===== config.mk =====
export PLATFORM = sky130hd
export DESIGN_NAME = async_fifo_flat
export DESIGN_NICKNAME = d
export VERILOG_FILES = /design/src/rtl/async_fifo_pkg.sv /design/src/rtl/async_fifo_if.sv /design/src/rtl/async_fifo_mem.sv /design/src/rtl/async_fifo.sv /design/src/flat_wrapper.sv
export SDC_FILE = /design/constraint.sdc
export NUM_CORES = 1
export LEC_CHECK = 0
export BUFFER_PORTS_ARGS = -buffer_cell sky130_fd_sc_hd__buf_2
export CAP_MARGIN = 20
export CORE_ASPECT_RATIO = 1.2
export CORE_UTILIZATION = 64
export CTS_BUF_LIST = sky130_fd_sc_hd__clkbuf_8
export CTS_CLUSTER_SIZE = 12
export DETAILED_ROUTE_END_ITERATION = 16
export PLACE_DENSITY = 0.82
export SLEW_MARGIN = 20
export SYNTH_ARGS = -nofsm -noshare
export SYNTH_HDL_FRONTEND = slang
export SYNTH_SLANG_ARGS = --single-unit

===== constraint.sdc =====
create_clock -name clk -period 3 [get_ports clk]
set_input_delay 0.6 -clock clk [delete_from_list [all_inputs] [get_ports clk]]
set_output_delay 0.6 -clock clk [all_outputs]
set_load 0.03 [all_outputs]

===== src/rtl/async_fifo_pkg.sv =====
// Shared widths and types for the single-clock FIFO.
// Optional error flags are enabled with the ASYNC_FIFO_ERR_FLAGS_EN macro.
package async_fifo_pkg;
  localparam int DATA_WIDTH = 16;
  localparam int ADDR_WIDTH = 4;
  localparam int DEPTH      = 2 ** ADDR_WIDTH;
  localparam int PTR_WIDTH  = ADDR_WIDTH + 1;

  typedef logic [DATA_WIDTH-1:0] data_t;
  typedef logic [ADDR_WIDTH-1:0] addr_t;
  typedef logic [PTR_WIDTH-1:0]  ptr_t;
endpackage


===== src/rtl/async_fifo_if.sv =====
// Producer/consumer bundle for async_fifo; overflow/underflow exist only
// when ASYNC_FIFO_ERR_FLAGS_EN is defined.
interface async_fifo_if;
  import async_fifo_pkg::*;

  // Requests are sampled on every rising edge: a write is taken when wrt_en
  // is high and full is low, a read when rd_en is high and empty is low;
  // anything else is dropped without side effects.
  data_t wrt_data;
  logic  wrt_en;
  logic  rd_en;
  data_t rd_data;
  logic  full;
  logic  empty;
`ifdef ASYNC_FIFO_ERR_FLAGS_EN
  logic  overflow;
  logic  underflow;

  modport master (output wrt_data, wrt_en, rd_en,
                  input  rd_data, full, empty, overflow, underflow);
  modport slave  (input  wrt_data, wrt_en, rd_en,
                  output rd_data, full, empty, overflow, underflow);
`else
  modport master (output wrt_data, wrt_en, rd_en,
                  input  rd_data, full, empty);
  modport slave  (input  wrt_data, wrt_en, rd_en,
                  output rd_data, full, empty);
`endif
endinterface


===== src/rtl/async_fifo_mem.sv =====
// DEPTH x DATA_WIDTH register array: synchronous write port plus a read
// register that only reloads on an accepted read.
module async_fifo_mem
  import async_fifo_pkg::*;
(
  input  logic  clk,
  input  logic  rst_n,
  input  logic  we,
  input  addr_t waddr,
  input  data_t wdata,
  input  logic  re,
  input  addr_t raddr,
  output data_t rdata
);
  data_t mem_q [DEPTH];
  data_t rd_data_d;
  data_t rd_data_q;

  // Storage is deliberately left out of reset.
  always_ff @(posedge clk) begin
    if (we) mem_q[waddr] <= wdata;
  end

  always_comb begin
    rd_data_d = rd_data_q;
    if (re) rd_data_d = mem_q[raddr];
  end

  always_ff @(posedge clk or negedge rst_n) begin
    if (!rst_n) rd_data_q <= '0;
    else        rd_data_q <= rd_data_d;
  end

  assign rdata = rd_data_q;
endmodule


===== src/rtl/async_fifo.sv =====
// Single-clock FIFO top: binary pointers with an extra wrap bit, flags and
// optional sticky error flags (ASYNC_FIFO_ERR_FLAGS_EN).
module async_fifo
  import async_fifo_pkg::*;
(
  input  logic clk,
  input  logic rst_n,
  async_fifo_if.slave bus
);
  ptr_t wptr_q, wptr_d;
  ptr_t rptr_q, rptr_d;
  logic full, empty;
  logic wr_acc, rd_acc;

  // Equal low bits with differing wrap bits means the writer is a lap ahead.
  assign empty = (wptr_q == rptr_q);
  assign full  = (wptr_q[PTR_WIDTH-1] != rptr_q[PTR_WIDTH-1]) &&
                 (wptr_q[ADDR_WIDTH-1:0] == rptr_q[ADDR_WIDTH-1:0]);

  assign wr_acc = bus.wrt_en & ~full;
  assign rd_acc = bus.rd_en  & ~empty;

  always_comb begin
    wptr_d = wptr_q;
    rptr_d = rptr_q;
    if (wr_acc) wptr_d = wptr_q + PTR_WIDTH'(1);
    if (rd_acc) rptr_d = rptr_q + PTR_WIDTH'(1);
  end

  always_ff @(posedge clk or negedge rst_n) begin
    if (!rst_n) begin
      wptr_q <= '0;
      rptr_q <= '0;
    end else begin
      wptr_q <= wptr_d;
      rptr_q <= rptr_d;
    end
  end

  async_fifo_mem u_mem (
    .clk   (clk),
    .rst_n (rst_n),
    .we    (wr_acc),
    .waddr (wptr_q[ADDR_WIDTH-1:0]),
    .wdata (bus.wrt_data),
    .re    (rd_acc),
    .raddr (rptr_q[ADDR_WIDTH-1:0]),
    .rdata (bus.rd_data)
  );

  assign bus.full  = full;
  assign bus.empty = empty;

`ifdef ASYNC_FIFO_ERR_FLAGS_EN
  logic overflow_q, overflow_d;
  logic underflow_q, underflow_d;

  always_comb begin
    overflow_d  = overflow_q  | (bus.wrt_en & full);
    underflow_d = underflow_q | (bus.rd_en  & empty);
  end

  always_ff @(posedge clk or negedge rst_n) begin
    if (!rst_n) begin
      overflow_q  <= 1'b0;
      underflow_q <= 1'b0;
    end else begin
      overflow_q  <= overflow_d;
      underflow_q <= underflow_d;
    end
  end

  assign bus.overflow  = overflow_q;
  assign bus.underflow = underflow_q;
`endif
endmodule


===== src/flat_wrapper.sv =====
// flat-port wrapper written by rule: the top's interface ports become plain ports
module async_fifo_flat import async_fifo_pkg::*;
  (clk, rst_n, bus_wrt_data, bus_wrt_en, bus_rd_en, bus_rd_data, bus_full, bus_empty);
  async_fifo_if bus_i ();
  input  logic clk;
  input  logic rst_n;
  input wire logic [$bits(bus_i.wrt_data)-1:0] bus_wrt_data;
  input wire logic [$bits(bus_i.wrt_en)-1:0] bus_wrt_en;
  input wire logic [$bits(bus_i.rd_en)-1:0] bus_rd_en;
  output wire logic [$bits(bus_i.rd_data)-1:0] bus_rd_data;
  output wire logic [$bits(bus_i.full)-1:0] bus_full;
  output wire logic [$bits(bus_i.empty)-1:0] bus_empty;
  assign bus_i.wrt_data = bus_wrt_data;
  assign bus_i.wrt_en = bus_wrt_en;
  assign bus_i.rd_en = bus_rd_en;
  assign bus_rd_data = bus_i.rd_data;
  assign bus_full = bus_i.full;
  assign bus_empty = bus_i.empty;
  async_fifo u_core (.clk(clk), .rst_n(rst_n), .bus(bus_i));
endmodule

## Word-level counts from Yosys, hierarchy flattened

Memories as Yosys holds them, arrays and structs flattened. A register that Yosys moved wholly into a read port is not among the register bits.
Cells that the tools add are included.

- Muxes and demuxes: 2
- Equal/unequal tests: 3
- $add $sub $neg: 2
- Bitwise gates (word level): 4
- Reductions and logical operators: 2

Operator list:

| cell | number |
|---|---|
| 5-bit by 1-bit adder with 5-bit output (second input constant) | 2 |
| 5-bit equality test | 1 |
| 4-bit equality test | 1 |
| 1-bit bitwise AND | 2 |
| 1-bit 2-to-1 mux | 2 |
| 1-bit inverter | 2 |
| 1-bit logical AND | 1 |
| 1-bit logical NOT | 1 |
| 1-bit != test | 1 |

- Register bits after elaboration: 10
- Memories: 1
- Output and inout port bits: 18
- Logic and storage cells: 16
- RAM bits: 256

Memory list:

| memory | words | bits a word | read ports | clocked after Yosys merged registers in | wr ports | RTL line | source |
|---|---|---|---|---|---|---|---|
| u_core.u_mem.mem_q | 16 | 16 | 1 | 1 | 1 | async_fifo_mem.sv:15 | `data_t mem_q [DEPTH];` |

## Longest topological paths before layout

- Word-level depth: 6
- Depth in mapped cells: 8
- Depth with buffers taken out: 4

## Cells and area by module

Synthesis repeated with hierarchy kept, for this count alone.

- Cells, all modules: 500
- Area total of the unflattened synthesis: 11020.6 um^2

Modules (own cells, without submodules):

| module | area an instance (um^2) | instances | cells an instance | sequential area each (um^2) |
|---|---|---|---|---|
| async_fifo_mem | 10458.8 | 1 | 452 | 8087.8 |
| async_fifo | 561.8 | 1 | 48 | 250.2 |

## Worst setup path before layout

OpenSTA, ideal clock, no wires.

- Path kind: flip-flop to flip-flop
- Start: register u_core.rptr_q[1]
- End: memory u_core.u_mem.mem_q[3][0] (netlist name) (enable)
- Stages on the path, launching flop included: 7
- Setup time: 0.409 ns
- Arrival: 2.358 ns
- Slack: 0.233 ns
- Cells stage by stage: dfrtp_1 > buf_6 > buf_6 > xnor2_1 > nand4_2 > o211ai_1 > nor3_1

- Word-level cells in the longest chain between the ends: 6

RTL lines:

| item | RTL line | source |
|---|---|---|
| start, declared | async_fifo.sv:11 | `ptr_t rptr_q, rptr_d;` |
| start signal, assigned | async_fifo.sv:36 | `rptr_q <= rptr_d;` |
| 4-bit equality test | async_fifo.sv:18 | `(wptr_q[ADDR_WIDTH-1:0] == rptr_q[ADDR_WIDTH-1:0]);` |
| 1-bit logical AND | async_fifo.sv:17 | `assign full = (wptr_q[PTR_WIDTH-1] != rptr_q[PTR_WIDTH-1]) &&` |
| 1-bit inverter | async_fifo.sv:20 | `assign wr_acc = bus.wrt_en & ~full;` |
| 1-bit bitwise AND | async_fifo.sv:20 |  |
| 1-bit 2-to-1 mux | async_fifo_mem.sv:21 | `if (we) mem_q[waddr] <= wdata;` |
| 1-bit 2-to-1 mux (not written as such) | async_fifo_mem.sv:21 |  |
| end, declared | async_fifo_mem.sv:15 |  |

No other way between the ends.

## Worst setup path in the final report

- Start: register u_core.wptr_q[2]
- End: output bus_empty

- Word-level cells in the longest chain between the ends: 1

RTL lines:

| item | RTL line | source |
|---|---|---|
| start, declared | async_fifo.sv:10 | `ptr_t wptr_q, wptr_d;` |
| start signal, assigned | async_fifo.sv:35 | `wptr_q <= wptr_d;` |
| 5-bit equality test | async_fifo.sv:16 | `assign empty = (wptr_q == rptr_q);` |
| end, declared | flat_wrapper.sv:12 | `output wire logic [$bits(bus_i.empty)-1:0] bus_empty;` |

No other way between the ends.

==> metrics <==
Final Cell Area 0.0124 mm2; drt first pass iters 5; Routed WL per cell 25.7 um; Final Worst Setup Slack 0.354 ns; RSZ-0062 raised after global routing no; Leakage 4.40 nW; r2r startpoint u_core.rptr_q[4]; Residual DRC 0; global route overflow 0; gpl congestion 0.885; count of different cell masters after synthesis 29; Reg2Reg Depth 3; clk_lat worst skew 0.50 ns; Post-CTS Setup Bufs 0; Syn Inst Count 550; FMAX 378 MHz; Final nets 646; clk sinks 282; I/O pins 38; WP data required 2.40 ns; port bufs 37; DP Wirelength 13600 um; Cell Count, Final, Fillers Out 868; drt via density 6.42; Clock Tree Buf Depth 3; startpoint class of the critical path register; die footprint 0.0179 mm2; Rel. slew slack 0.283; endpoint class of the critical path output pin; largest net degree at the start of global routing 100; Avg Cell Area, Syn 20.2 um2; CP Max Fanout 8; core area 0.0169 mm2; total CTS buffers 41; Placement Cell Area 0.0116 mm2; H-tree depth 2; Initial Utilization 0.657; layout cells sized above 1 0.283; worst setup path class reg -> out; final setup fails 0; first-pass GRT wire length 33900 um; initial antenna violation count 1; Die X 122 um; synthesized cell area 0.0111 mm2; post-synthesis sequential area ratio 0.750; Die Ht 146 um; cts hold-fix bufs 0; Worst-Margin Slew 1.07 ns; vias in the first global route 5844; Antenna Nets Post-Route 0; FF+latch count, synth 282; Worst R2R Setup Slack 0.53 ns; total number of vias 5569; root buf cell clkbuf_8; Post-Syn Nets 575; post-cts gate resize count 0; commonest non-fill, non-tap cell in the layout edfxtp_1; clk slew on worst S/H paths 0.06 ns; period utilization 0.882; minimum clock period 2.65 ns; placed insts 794; skew final 0.0144 ns; reg-to-reg endpoint u_core.u_mem.mem_q[9][0]; VDD IR max 0.668 mV; Max Cap Violations 0; commonest non-fill, non-tap cells in the layout edfxtp_1 (256), mux2i_1 (64), clkbuf_8 (49), buf_2 (37), mux2_2 (34); Layout area overhead 11.1%; First DRT Iteration DRCs 711; GRT Total Usage 0.265; final-report max-slew violation count 0; CTS tree yes; power density over the cells 961 mW/mm2; Worst Hold Class in -> async; Setup WS pre-CTS 0.550 ns; Std-Cell Rows 52; Yosys Warn Count 0; Sum Neg Setup Slack 0 ns; status complete, no violations; WL final 22300 um; Hold Vio Cnt, Final 0; Critical Path AT 2.05 ns
[metal layers]
layer	up-vias	GRT usage	share of wire
met5	-	0	0
met4	0	0.116	0.033
met3	50	0.0520	0.092
met2	283	0.415	0.50
met1	2834	0.365	0.38
li1	2402	-	-
[power breakdown]
group | internal [mW] | switching (mW)
Combinational | 1.71 | 2.26
Clock | 1.48 | 1.31
Sequential | 4.85 | 0.245
Total | 8.05 | 3.82
[flip-flops by register name, summed over array words and instances, names as in the netlist]
register	flops
u_core.u_mem.rdata	16
u_core.rptr_q	5
u_core.u_mem.mem_q	256
u_core.wptr_q	5
[cells by family (layout without fill, tap and decap cells)]
group,after synthesis,after routing,synth area share
flip-flops,282,282,0.750
multiplexers,130,130,0.157
AO/OA/AOI/OAI,56,56,0.0424
buffers and inverters,35,136,0.0180
AND/OR/NAND/NOR,28,28,0.0154
XOR/XNOR,14,14,0.0110
adder cells (fa/ha/maj),5,5,0.00563
other,0,1,0
[synthesized netlist by cell type]
| library cell | number | area (um2) |
|---|---|---|
| inv_1 | 3 | 11.3 |
| a22oi_1 | 16 | 120 |
| xor2_1 | 1 | 8.76 |
| a221oi_1 | 16 | 140 |
| mux2i_1 | 64 | 641 |
| buf_1 | 5 | 18.8 |
| o21a_1 | 1 | 7.51 |
| mux4_1 | 1 | 26.3 |
| a22o_1 | 16 | 140 |
| o21ai_4 | 1 | 16.3 |
| nor2b_1 | 5 | 31.3 |
| clkbuf_1 | 11 | 41.3 |
| mux2_2 | 34 | 383 |
| mux4_2 | 31 | 698 |
| ha_1 | 5 | 62.6 |
| buf_12 | 2 | 40.0 |
| nor3_1 | 1 | 5.00 |
| o2111ai_1 | 2 | 17.5 |
| edfxtp_1 | 256 | 7690 |
| buf_6 | 3 | 33.8 |
| and2b_1 | 1 | 7.51 |
| buf_2 | 11 | 55.1 |
| and3_1 | 14 | 87.6 |
| o211ai_1 | 4 | 30.0 |
| nor2_1 | 4 | 15.0 |
| xnor2_1 | 13 | 114 |
| dfrtp_1 | 26 | 651 |
| and2_1 | 2 | 12.5 |
| nand4_2 | 1 | 12.5 |
[critical path, cell delays in order, from the launching register on]
cell and delay (ns):
dfrtp_1 0.48, xnor2_1 0.22, nand4_2 0.17, buf_4 0.21, nor2_1 0.21, buf_2 0.25
[stage by stage]
| step | total power [mW] | hold slack [ns] | utilization |
|---|---|---|---|
| after floorplan | 8.01 | 0.304 | - |
| after global placement | 8.98 | 0.486 | 0.685 |
| after detailed placement | 9.12 | 0.493 | 0.685 |
| after CTS | 11.9 | 0.186 | 0.730 |
| after global routing | 12.4 | 0.200 | 0.730 |
| final | 11.9 | 0.159 | 0.730 |
[area by class of cell]
type / instances / area (um2)
timing repair buffer: 60 / 370
clock buffer: 49 / 674
sequential: 282 / 8340
fill: 923 / 4560
tap: 216 / 270
inverter: 3 / 11.3
antenna: 1 / 2.50
multi-input combinational: 233 / 2590
clock inverter: 24 / 93.8
[worst max-delay path by stage]
stage                                start                        end  slack, ns  cells past startpoint
after CTS                 u_core.wptr_q[2]                  bus_empty       0.36                      5
final                     u_core.wptr_q[2]                  bus_empty       0.35                      5
after global placement    u_core.rptr_q[4]  u_core.u_mem.mem_q[10][0]       0.62                      3
after global routing      u_core.wptr_q[2]                  bus_empty       0.27                      5
after floorplan           u_core.rptr_q[1]   u_core.u_mem.mem_q[3][0]       0.23                      6
after detailed placement  u_core.rptr_q[4]  u_core.u_mem.mem_q[13][6]       0.55                      3
Power figures use the tool's default switching activity.
